[src/rtl/mux_nto1_pipe.sv]
// mux_nto1_pipe: N-input, WIDTH-bit selector with a registered output stage,
// valid/ready handshakes on both sides and a 2-entry skid buffer (output
// register + one skid entry) for full throughput under backpressure.
// Optional feature macro: MUX_SEL_ERR_CNT_EN adds a saturating 8-bit err_cnt
// output counting transferred beats that came from an out-of-range select.
module mux_nto1_pipe #(
    parameter int unsigned      WIDTH       = 32,
    parameter int unsigned      NUM_IN      = 3,
    parameter int unsigned      SEL_W       = 2,
    parameter logic [WIDTH-1:0] DEFAULT_VAL = '0
) (
    input  logic                    clk,
    input  logic                    rst,
    input  logic [NUM_IN*WIDTH-1:0] in_data,
    input  logic [SEL_W-1:0]        sel,
    input  logic                    in_valid,
    output logic                    in_ready,
    output logic [WIDTH-1:0]        out_data,
    output logic                    out_valid,
    input  logic                    out_ready,
    output logic                    sel_err
`ifdef MUX_SEL_ERR_CNT_EN
    ,
    output logic [7:0]              err_cnt
`endif
);

    typedef enum logic [1:0] {
        EMPTY = 2'd0,
        ONE   = 2'd1,
        TWO   = 2'd2
    } state_e;

    state_e           state_q, state_d;
    logic [WIDTH-1:0] out_data_q, out_data_d;
    logic             sel_err_q, sel_err_d;
    logic [WIDTH-1:0] skid_data_q, skid_data_d;
    logic             skid_err_q, skid_err_d;
    logic             out_valid_q, out_valid_d;
    logic             in_ready_q, in_ready_d;

    logic [WIDTH-1:0] sel_word_c;
    logic             sel_hit_c;
    logic             accept_c;
    logic             xfer_c;

    // Select the addressed input; unused codes fall back to DEFAULT_VAL
    always_comb begin
        sel_word_c = DEFAULT_VAL;
        sel_hit_c  = 1'b0;
        for (int unsigned i = 0; i < NUM_IN; i++) begin
            if (sel == SEL_W'(i)) begin
                sel_word_c = in_data[i*WIDTH +: WIDTH];
                sel_hit_c  = 1'b1;
            end
        end
    end

    assign accept_c = in_valid & in_ready_q;
    assign xfer_c   = out_valid_q & out_ready;

    // Next-state and datapath: output register plus one skid entry
    always_comb begin
        state_d     = state_q;
        out_data_d  = out_data_q;
        sel_err_d   = sel_err_q;
        skid_data_d = skid_data_q;
        skid_err_d  = skid_err_q;

        case (state_q)
            EMPTY: begin
                if (accept_c) begin
                    out_data_d = sel_word_c;
                    sel_err_d  = ~sel_hit_c;
                    state_d    = ONE;
                end
            end
            ONE: begin
                if (accept_c && xfer_c) begin
                    out_data_d = sel_word_c;
                    sel_err_d  = ~sel_hit_c;
                end else if (accept_c) begin
                    skid_data_d = sel_word_c;
                    skid_err_d  = ~sel_hit_c;
                    state_d     = TWO;
                end else if (xfer_c) begin
                    state_d = EMPTY;
                end
            end
            TWO: begin
                if (xfer_c) begin
                    out_data_d  = skid_data_q;
                    sel_err_d   = skid_err_q;
                    skid_data_d = '0;
                    skid_err_d  = 1'b0;
                    state_d     = ONE;
                end
            end
            default: begin
                state_d = EMPTY;
            end
        endcase

        out_valid_d = (state_d != EMPTY);
        in_ready_d  = (state_d != TWO);
    end

    // State and datapath registers; reset discards all buffered beats
    always_ff @(posedge clk or posedge rst) begin
        if (rst) begin
            state_q     <= EMPTY;
            out_data_q  <= '0;
            sel_err_q   <= 1'b0;
            skid_data_q <= '0;
            skid_err_q  <= 1'b0;
            out_valid_q <= 1'b0;
            in_ready_q  <= 1'b0;
        end else begin
            state_q     <= state_d;
            out_data_q  <= out_data_d;
            sel_err_q   <= sel_err_d;
            skid_data_q <= skid_data_d;
            skid_err_q  <= skid_err_d;
            out_valid_q <= out_valid_d;
            in_ready_q  <= in_ready_d;
        end
    end

    assign in_ready  = in_ready_q;
    assign out_data  = out_data_q;
    assign out_valid = out_valid_q;
    assign sel_err   = sel_err_q;

`ifdef MUX_SEL_ERR_CNT_EN
    logic [7:0] err_cnt_q;

    // Count transferred out-of-range beats, saturating at all-ones
    always_ff @(posedge clk or posedge rst) begin
        if (rst) begin
            err_cnt_q <= 8'h00;
        end else if (xfer_c && sel_err_q && (err_cnt_q != 8'hFF)) begin
            err_cnt_q <= err_cnt_q + 8'h01;
        end
    end

    assign err_cnt = err_cnt_q;
`endif

endmodule

[config.mk]
export PLATFORM = sky130hd
export DESIGN_NAME = mux_nto1_pipe
export DESIGN_NICKNAME = d
export VERILOG_FILES = /design/src/rtl/mux_nto1_pipe.sv
export SDC_FILE = /design/constraint.sdc
export NUM_CORES = 1
export LEC_CHECK = 0
export CORE_ASPECT_RATIO = 1.1
export CORE_MARGIN = 2
export CORE_UTILIZATION = 40
export DETAILED_ROUTE_END_ITERATION = 16
export PLACE_DENSITY = 0.74
export SYNTH_ARGS = -nofsm -noshare
export SYNTH_HDL_FRONTEND = slang
export SYNTH_SLANG_ARGS = --single-unit
[constraint.sdc]
create_clock -name clk -period 6.73 [get_ports clk]
set_input_delay 1.346 -clock clk [delete_from_list [all_inputs] [get_ports clk]]
set_output_delay 1.346 -clock clk [all_outputs]
set_load 0.05 [all_outputs]
# Yosys cells after proc, flatten, opt, wreduce, memory -nomap -nowiden
# Cells that the tools add are included.
# op_classes
n_reduce_logical,8
n_mul,0
n_mux,26
bitwise_logic,3
eq_ne,10
addsub,0
n_shift,0
n_div,0
n_lt_le_gt_ge,0
# op_table
op,n
$mux W32,8
$pmux W32 S3,1
$pmux W32 S2,1
$ne A2 B2 Y1 const B,6
$mux W2,5
$mux W1,8
$reduce_and A4 Y1,2
$pmux W2 S3,1
$eq A2 B1 Y1 const B,2
$eq A2 B2 Y1 const B,2
$logic_not A2 Y1,2
$reduce_bool A2 Y1,2
$pmux W1 S3,1
$reduce_bool A3 Y1,1
$and A1 B1 Y1,2
$pmux W1 S2,1
$logic_and A1 B1 Y1,1
$not A1 Y1,1
# word_totals
memories,0
romBits,0
word_cells,54
register_bits,70
ram_bits,0
latchBits,0

# Depth between registers and ports, before layout
# Gate-level depths: netlist of the first run.
# logic_depth
depth_word,8
mapped_depth,7
ltp_nobuf,3

# Worst setup path after synthesis of the first run
# Ideal clock, no wire load.
# synth_timing
kind,in2reg
from,input in_valid
to,register skid_data_q[0]
arrival_time_ns,2.208
required_ns,6.609
setup_time_ns,0.121
setup_slack_ns,4.402
stages,6
path_cell_list,and3b_1 -> buf_6 -> and2_4 -> buf_6 -> buf_6 -> a22o_1
# synth_between
elab_chain_cells,4
# synth_lines
item,line_no,text
start: declaration,16,"input logic in_valid,"
$and A1 B1 Y1 (*),59,assign accept_c = in_valid & in_ready_q;
$logic_and A1 B1 Y1,79,if (accept_c && xfer_c) begin
$ne A2 B2 Y1 (no source line),n/a,
$reduce_and A4 Y1 (no source line) (*),n/a,
end signal: assignment,122,skid_data_q <= skid_data_d;
end: declaration,37,"logic [WIDTH-1:0] skid_data_q, skid_data_d;"
# Every way passes the cells marked *; elsewhere a longest branch is shown, timed or not.
# A chain may end at the register's enable or synchronous reset.

# Final worst setup path of the first run
# layout_timing
from,input out_ready
to,"register sel_err_q, in the netlist sel_err"
# layout_between
elab_chain_cells,4
# layout_lines
item,line_no,text
start: declaration,20,"input logic out_ready,"
$and A1 B1 Y1 (*),60,assign xfer_c = out_valid_q & out_ready;
$logic_and A1 B1 Y1,79,
$ne A2 B2 Y1 (no source line),n/a,
$reduce_and A4 Y1 (no source line) (*),n/a,
end signal: assignment,121,sel_err_q <= sel_err_d;
end: declaration,36,"logic sel_err_q, sel_err_d;"
# Marked as above.

==> results of run 1 <==
-- sequential cells by signal (all words and copies together), names as in the netlist --
signal       flops
state_q          2
in_ready         1
skid_err_q       1
skid_data_q     32
sel_err          1
out_valid        1
out_data        32
-- kinds of logic (layout without fill, tap and decap cells) --
group	after synthesis	in the layout	share of synthesized area
AOI/OAI and AO/OA	171	171	0.322
and+or+nand+nor	77	77	0.112
DFF	70	70	0.418
buffers and inverters	47	157	0.0621
muxes	34	34	0.0856
-- worst max-delay path: cells and delay by family --
kind	cells	cell delay, ns
buffers and inverters	1	0.53
AO/OA/AOI/OAI	2	1.44
multiplexers	1	0.39
-- layout make-up --
type                    count  area, µm²  area share
multi-input cells         282       2190       0.376
well taps                 143        179      0.0307
inverters                   2       7.51     0.00129
repair buffers            140       1380       0.237
clock buffers              10        239      0.0410
clock inverters             5       83.8      0.0144
flip-flops and latches     70       1750       0.300
-- Yosys cell counts --
cell type	instances	area [µm²]
nor2b_1	1	6.26
a21oi_1	15	75.1
nand2_1	4	15.0
a22oi_1	1	7.51
a31oi_1	1	6.26
o22ai_1	1	6.26
nand2b_1	1	6.26
buf_6	9	101
a211oi_1	13	97.6
buf_2	7	35.0
nand3b_1	20	150
and4_1	1	8.76
buf_4	2	15.0
a22o_1	20	175
mux2_2	15	169
o31ai_1	22	165
clkinv_1	1	3.75
nand4b_1	1	8.76
dfrtp_1	70	1750
nor2_1	33	124
o21a_4	1	15.0
a21boi_2	1	11.3
o211a_1	19	190
and3b_1	14	123
clkbuf_1	27	101
o2bb2ai_1	13	114
nand3b_4	1	20.0
a21boi_4	1	18.8
o31ai_2	10	125
o21ai_0	21	105
and2_4	1	8.76
mux2i_1	19	190
o211ai_1	32	240
inv_1	1	3.75
-- layer usage --
layer  track usage  wire length [µm]  vias to the layer above
met3        0.0314               585                       13
met1         0.263              4810                     1827
met5             0                 0                        -
met2         0.336              5750                      125
met4        0.0631               161                        0
li1              -                 -                     1754
-- worst paths after layout --
kind,slack (ns),endpoint,start
setup / recovery,3.22,sel_err,out_ready
hold / removal,0.49,skid_data_q[22],skid_data_q[22]
setup reg to reg,4.31,sel_err,out_valid
hold reg to reg,0.49,skid_data_q[22],skid_data_q[22]
max in group asynchronous,4.56,skid_data_q[7],rst
min in group asynchronous,1.61,out_data[28],rst
-- through the flow --
step	hold slack, ns	utilization
global placement	0.473	0.535
finish	0.490	0.567
global route	0.503	0.567
floorplan	0.457	-
detailed placement	0.476	0.535
CTS	0.491	0.567
-- power by group --
| part | internal [mW] | total [mW] | switching, mW |
|---|---|---|---|
| clock network | 0.333 | 0.508 | 0.175 |
| logic | 0.435 | 1.11 | 0.676 |
| registers | 0.591 | 0.711 | 0.120 |
==> results.ini, run 1 <==
[outcome]
status = finished, final reports clean

[clocking]
cts_tree = built
ctsHtreeMaxLevel = 3
cts_root_buf = clkbuf_16
postCtsSetupRepairBufs = 0
holdBufCountCts = 0
clkTransAtPathRegs_ns = 0.05
cts_buffers = 9
clkLatencyLatePin_ns = 0.33
ctsResizeCount = 0
cts.sinks = 70
clockBufferDepth = 2

[timing]
worst_clock_skew_ns = 0.00792
tns_ns = 0
fin_ws_ns = 3.22
period_minus_slack_ns = 3.51
fmax_mhz = 285
post-route-period-util = 0.521
max_slew.worst_pin.slew_ns = 1.11
finalSetupViolCount = 0
relSlewSlack = 0.258
finalHoldViolations = 0
finalMaxSlewViolations = 0
rsz0062_at_grt = no

[finish]
fillCellCount = 905
drive_above_1_share = 0.104
instances_no_fill = 652
fin_area_mm2 = 0.00583
fin_nets = 607
area_delta_synth_final_pct = 39.1
antenna_cells = 0
mostFrequentLayoutCells = clkdlybuf4s50_1 (134), dfrtp_1 (70), nor2_1 (33)
layout_commonest_cell = clkdlybuf4s50_1

[grt]
antenna_found_initial = 0
grt_usage = 0.200
grt_pass1_vias = 3694
overflow = 0
grt_pass1_wl_mm = 18.2
grt_max_degree = 73

[synthesis]
ys_seq_area_frac = 0.418
synth-seq-cells = 70
syn_area_mm2 = 0.00419
synth_cell_types = 34
postSynthCellCount = 399
yosysWarnings = 0
syn_nets = 501
syn_area_per_cell_um2 = 10.5

[worst_setup_path]
crit_path_top_delay_cell = a21boi_4
worst-r2r-cell-count = 3
crit_path_end_kind = register
required_ns = 6.94
slowest_delay_ns = 0.88
crit_chain = clkdlybuf4s50_1 > a21boi_4 > o21a_4 > mux2_2
critical_path_class = in -> reg
critPathLaunchType = input port
cp.arrival_ns = 3.72
path_max_fanout = 38

[routing]
vias_per_cell = 5.70
ant_nets = 0
drtIter0Drc = 218
drc = 0
dr.pass1.iters = 4
vias = 3719
routed_wl_mm = 11.3
wire_per_inst_um = 17.3

[placement]
hpwlAfterDp_mm = 7.43
gp_congestion = 0.794
portBuffers = 136
placed_cell_area_mm2 = 0.00551
dp_slack_ns = 2.89
placedCellCount = 637

[floorplanning]
io_pins = 137
dieArea_mm2 = 0.0113
core_mm2 = 0.0103
row_count = 39
initial_core_util = 0.407
fp.dieW_um = 102
die_y_um = 111

[power]
ir_worst_vdd_mv = 0.181
power.density_mw_per_mm2 = 399
finalPower_mw = 2.33
p_leak_nw = 2.46

[worst_hold_path]
whs_path_depth = 1
hold_path_class = reg -> reg

[run]
drv_cap = 0

No activity file was read; power rests on OpenSTA's default activity.
==> inputs of run 2 (changes only) <==
PLACE_DENSITY = 0.77   (was 0.74)
clock period = 3.1 ns   (was 6.73 ns; I/O delays follow)
==> results.ini, run 2 (synthesis gave the netlist of run 1 again) <==
[routing]
wl_met2_mm = 6.24  ; was 5.75 mm
routed_wl_mm = 11.9  ; was 11.3 mm
drc = 0  ; unchanged
wire_per_inst_um = 18.1  ; was 17.3 µm
wl_met3_um = 523  ; was 585 µm
vias_per_cell = 5.82  ; was 5.70
wl_met1_mm = 4.83  ; was 4.81 mm
vias = 3839  ; was 3719
drtIter0Drc = 239  ; was 218
dr.pass1.iters = 4  ; unchanged
ant_nets = 0  ; unchanged
top_layer_used = met4  ; unchanged

[finish]
fillCellCount = 873  ; was 905
finalCoreUtilization = 0.577  ; was 0.567
drive_above_1_share = 0.118  ; was 0.104
area_delta_synth_final_pct = 41.6  ; was 39.1%
layout_commonest_cell = clkdlybuf4s50_1  ; unchanged
fin_nets = 614  ; was 607
mostFrequentLayoutCells = clkdlybuf4s50_1 (134), dfrtp_1 (70), nor2_1 (33)  ; unchanged
antenna_cells = 0  ; unchanged

[timing]
finalHoldViolations = 0  ; unchanged
worst_clock_skew_ns = 0.00875  ; was 0.00792 ns
fin_ws_ns = 0.779  ; was 3.22 ns
fmax_mhz = 431
rsz0062_at_grt = no  ; unchanged
tns_ns = 0  ; unchanged
post-route-period-util = 0.749
finalSetupViolCount = 0  ; unchanged
finalMaxSlewViolations = 0  ; unchanged
relSlewSlack = 0.258  ; about the same
period_minus_slack_ns = 2.32
max_slew.worst_pin.slew_ns = 1.11  ; about the same

[grt]
grt_usage = 0.219  ; was 0.200
grt_pass1_wl_mm = 19.8  ; was 18.2 mm
antenna_found_initial = 0  ; unchanged
overflow = 0  ; unchanged
grt_pass1_vias = 4061  ; was 3694
grt_max_degree = 72  ; was 73

[placement]
portBuffers = 136  ; unchanged
dp_slack_ns = 0.515  ; was 2.89 ns
gp_congestion = 0.770  ; was 0.794
hpwlAfterDp_mm = 8.13  ; was 7.43 mm

[floorplanning]
core_mm2 = 0.0103  ; unchanged
die_y_um = 111  ; unchanged
initial_core_util = 0.407  ; unchanged
row_count = 39  ; unchanged
io_pins = 137  ; unchanged
dieArea_mm2 = 0.0113  ; unchanged
fp.dieW_um = 102  ; unchanged

[run]
drv_cap = 0  ; unchanged

[worst_setup_path]
crit_path_end_kind = primary output  ; was register
crit_path_top_delay_cell = clkdlybuf4s50_1  ; was a21boi_4
path_max_fanout = 7  ; was 38
cp.buffers_inverters = 1  ; unchanged
critical_path_class = reg -> out  ; was in -> reg
cp_top_family = buffers and inverters  ; was compound AO/OA/AOI/OAI gates
slowest_delay_ns = 0.87  ; was 0.88 ns
critPathLaunchType = register  ; was input port
cp.arrival_ns = 1.70  ; was 3.72 ns
required_ns = 2.48  ; was 6.94 ns
crit_chain = clkdlybuf4s50_1  ; was clkdlybuf4s50_1 > a21boi_4 > o21a_4 > mux2_2

[power]
power.density_mw_per_mm2 = 881  ; was 399 mW/mm²
p_comb_frac = 0.477  ; about the same
ir_worst_vdd_mv = 0.551  ; was 0.181 mV
clockPowerShare = 0.228  ; was 0.218
power_switching_share = 0.412  ; was 0.417
p_int_mw = 3.07  ; was 1.36 mW
sequentialPowerShare = 0.295  ; was 0.305
p_leak_nw = 2.53  ; was 2.46 nW
switchingPower_mw = 2.16  ; was 971 µW

[clocking]
cts_buffers = 9  ; unchanged
clkTransAtPathRegs_ns = 0.05  ; about the same
cts_root_buf = clkbuf_16  ; unchanged
clkLatencyLatePin_ns = 0.33  ; about the same
holdBufCountCts = 0  ; unchanged
postCtsSetupRepairBufs = 0  ; unchanged
cts_tree = built  ; unchanged
ctsResizeCount = 0  ; unchanged
ctsHtreeMaxLevel = 3  ; unchanged
clockBufferDepth = 2  ; unchanged
cts.sinks = 70  ; unchanged

[outcome]
status = finished, final reports clean  ; unchanged

[worst_hold_path]
hold_path_class = reg -> reg  ; unchanged

run 2: changes by cell type in the layout (fill, tap and decap cells not counted), sizes merged:
| cell | previous run | this run |
|---|---|---|
| buf | 6 | 13 |
| bufinv | 2 | 3 |
| clkinv | 2 | 4 |
| clkinvlp | 2 | 0 |
run 2: final timing paths:
path / to / depth (start not counted) / slack [ns] / from
setup reg to reg: out_data[4] / 3 / 1.16 / state_q[0]
setup / recovery: out_valid / 1 / 0.78 / out_valid
hold / removal: skid_data_q[24] / 1 / 0.50 / skid_data_q[24]
max in group asynchronous: out_valid / 3 / 1.66 / rst
hold reg to reg: skid_data_q[24] / 1 / 0.50 / skid_data_q[24]
min in group asynchronous: out_data[26] / 2 / 0.77 / rst
run 2: stage by stage:
stage | hold WS (ns) | cells | instance area (µm²) | power [mW]
3_3_place_gp | 0.473 | 644 | 5590 | 3.96
6_report | 0.499 | 660 | 5940 | 5.23
3_5_place_dp | 0.474 | 644 | 5590 | 4.05
4_1_cts | 0.500 | 660 | 5940 | 5.25
5_1_grt | 0.511 | 660 | 5940 | 5.49
2_1_floorplan | 0.457 | 399 | 4190 | 3.24
run 2: routing by layer:
metal,up-vias,global-route usage
met4,0,0.0973
li1,1774,-
met5,-,0
met3,26,0.0402
met2,135,0.375
met1,1904,0.265
run 2: worst reg2reg max path, delay by kind of cell, from the launching register on:
family / cells / cell delay [ns]
flops: 1 / 0.44
simple gates: 1 / 0.75
compound gates: 2 / 0.65
run 2: cell type report:
| cell class | count | area (µm²) | share of cell area |
|---|---|---|---|
| Clock buffer | 10 | 239 | 0.0403 |
| Clock inverter | 6 | 109 | 0.0183 |
| Inverter | 2 | 7.51 | 0.00126 |
| Multi-Input combinational cell | 282 | 2190 | 0.369 |
| Sequential cell | 70 | 1750 | 0.295 |
| Tap cell | 143 | 179 | 0.0301 |
| Timing Repair Buffer | 147 | 1460 | 0.246 |
run 2: power by group through the flow:
stage	clock network [mW]	registers [mW]	logic [mW]
6_report	1.19	1.54	2.49
2_1_floorplan	0	2.15	1.09
5_1_grt	1.26	1.58	2.65
4_1_cts	1.20	1.54	2.51
3_5_place_dp	0	1.54	2.50
3_3_place_gp	0	1.54	2.42
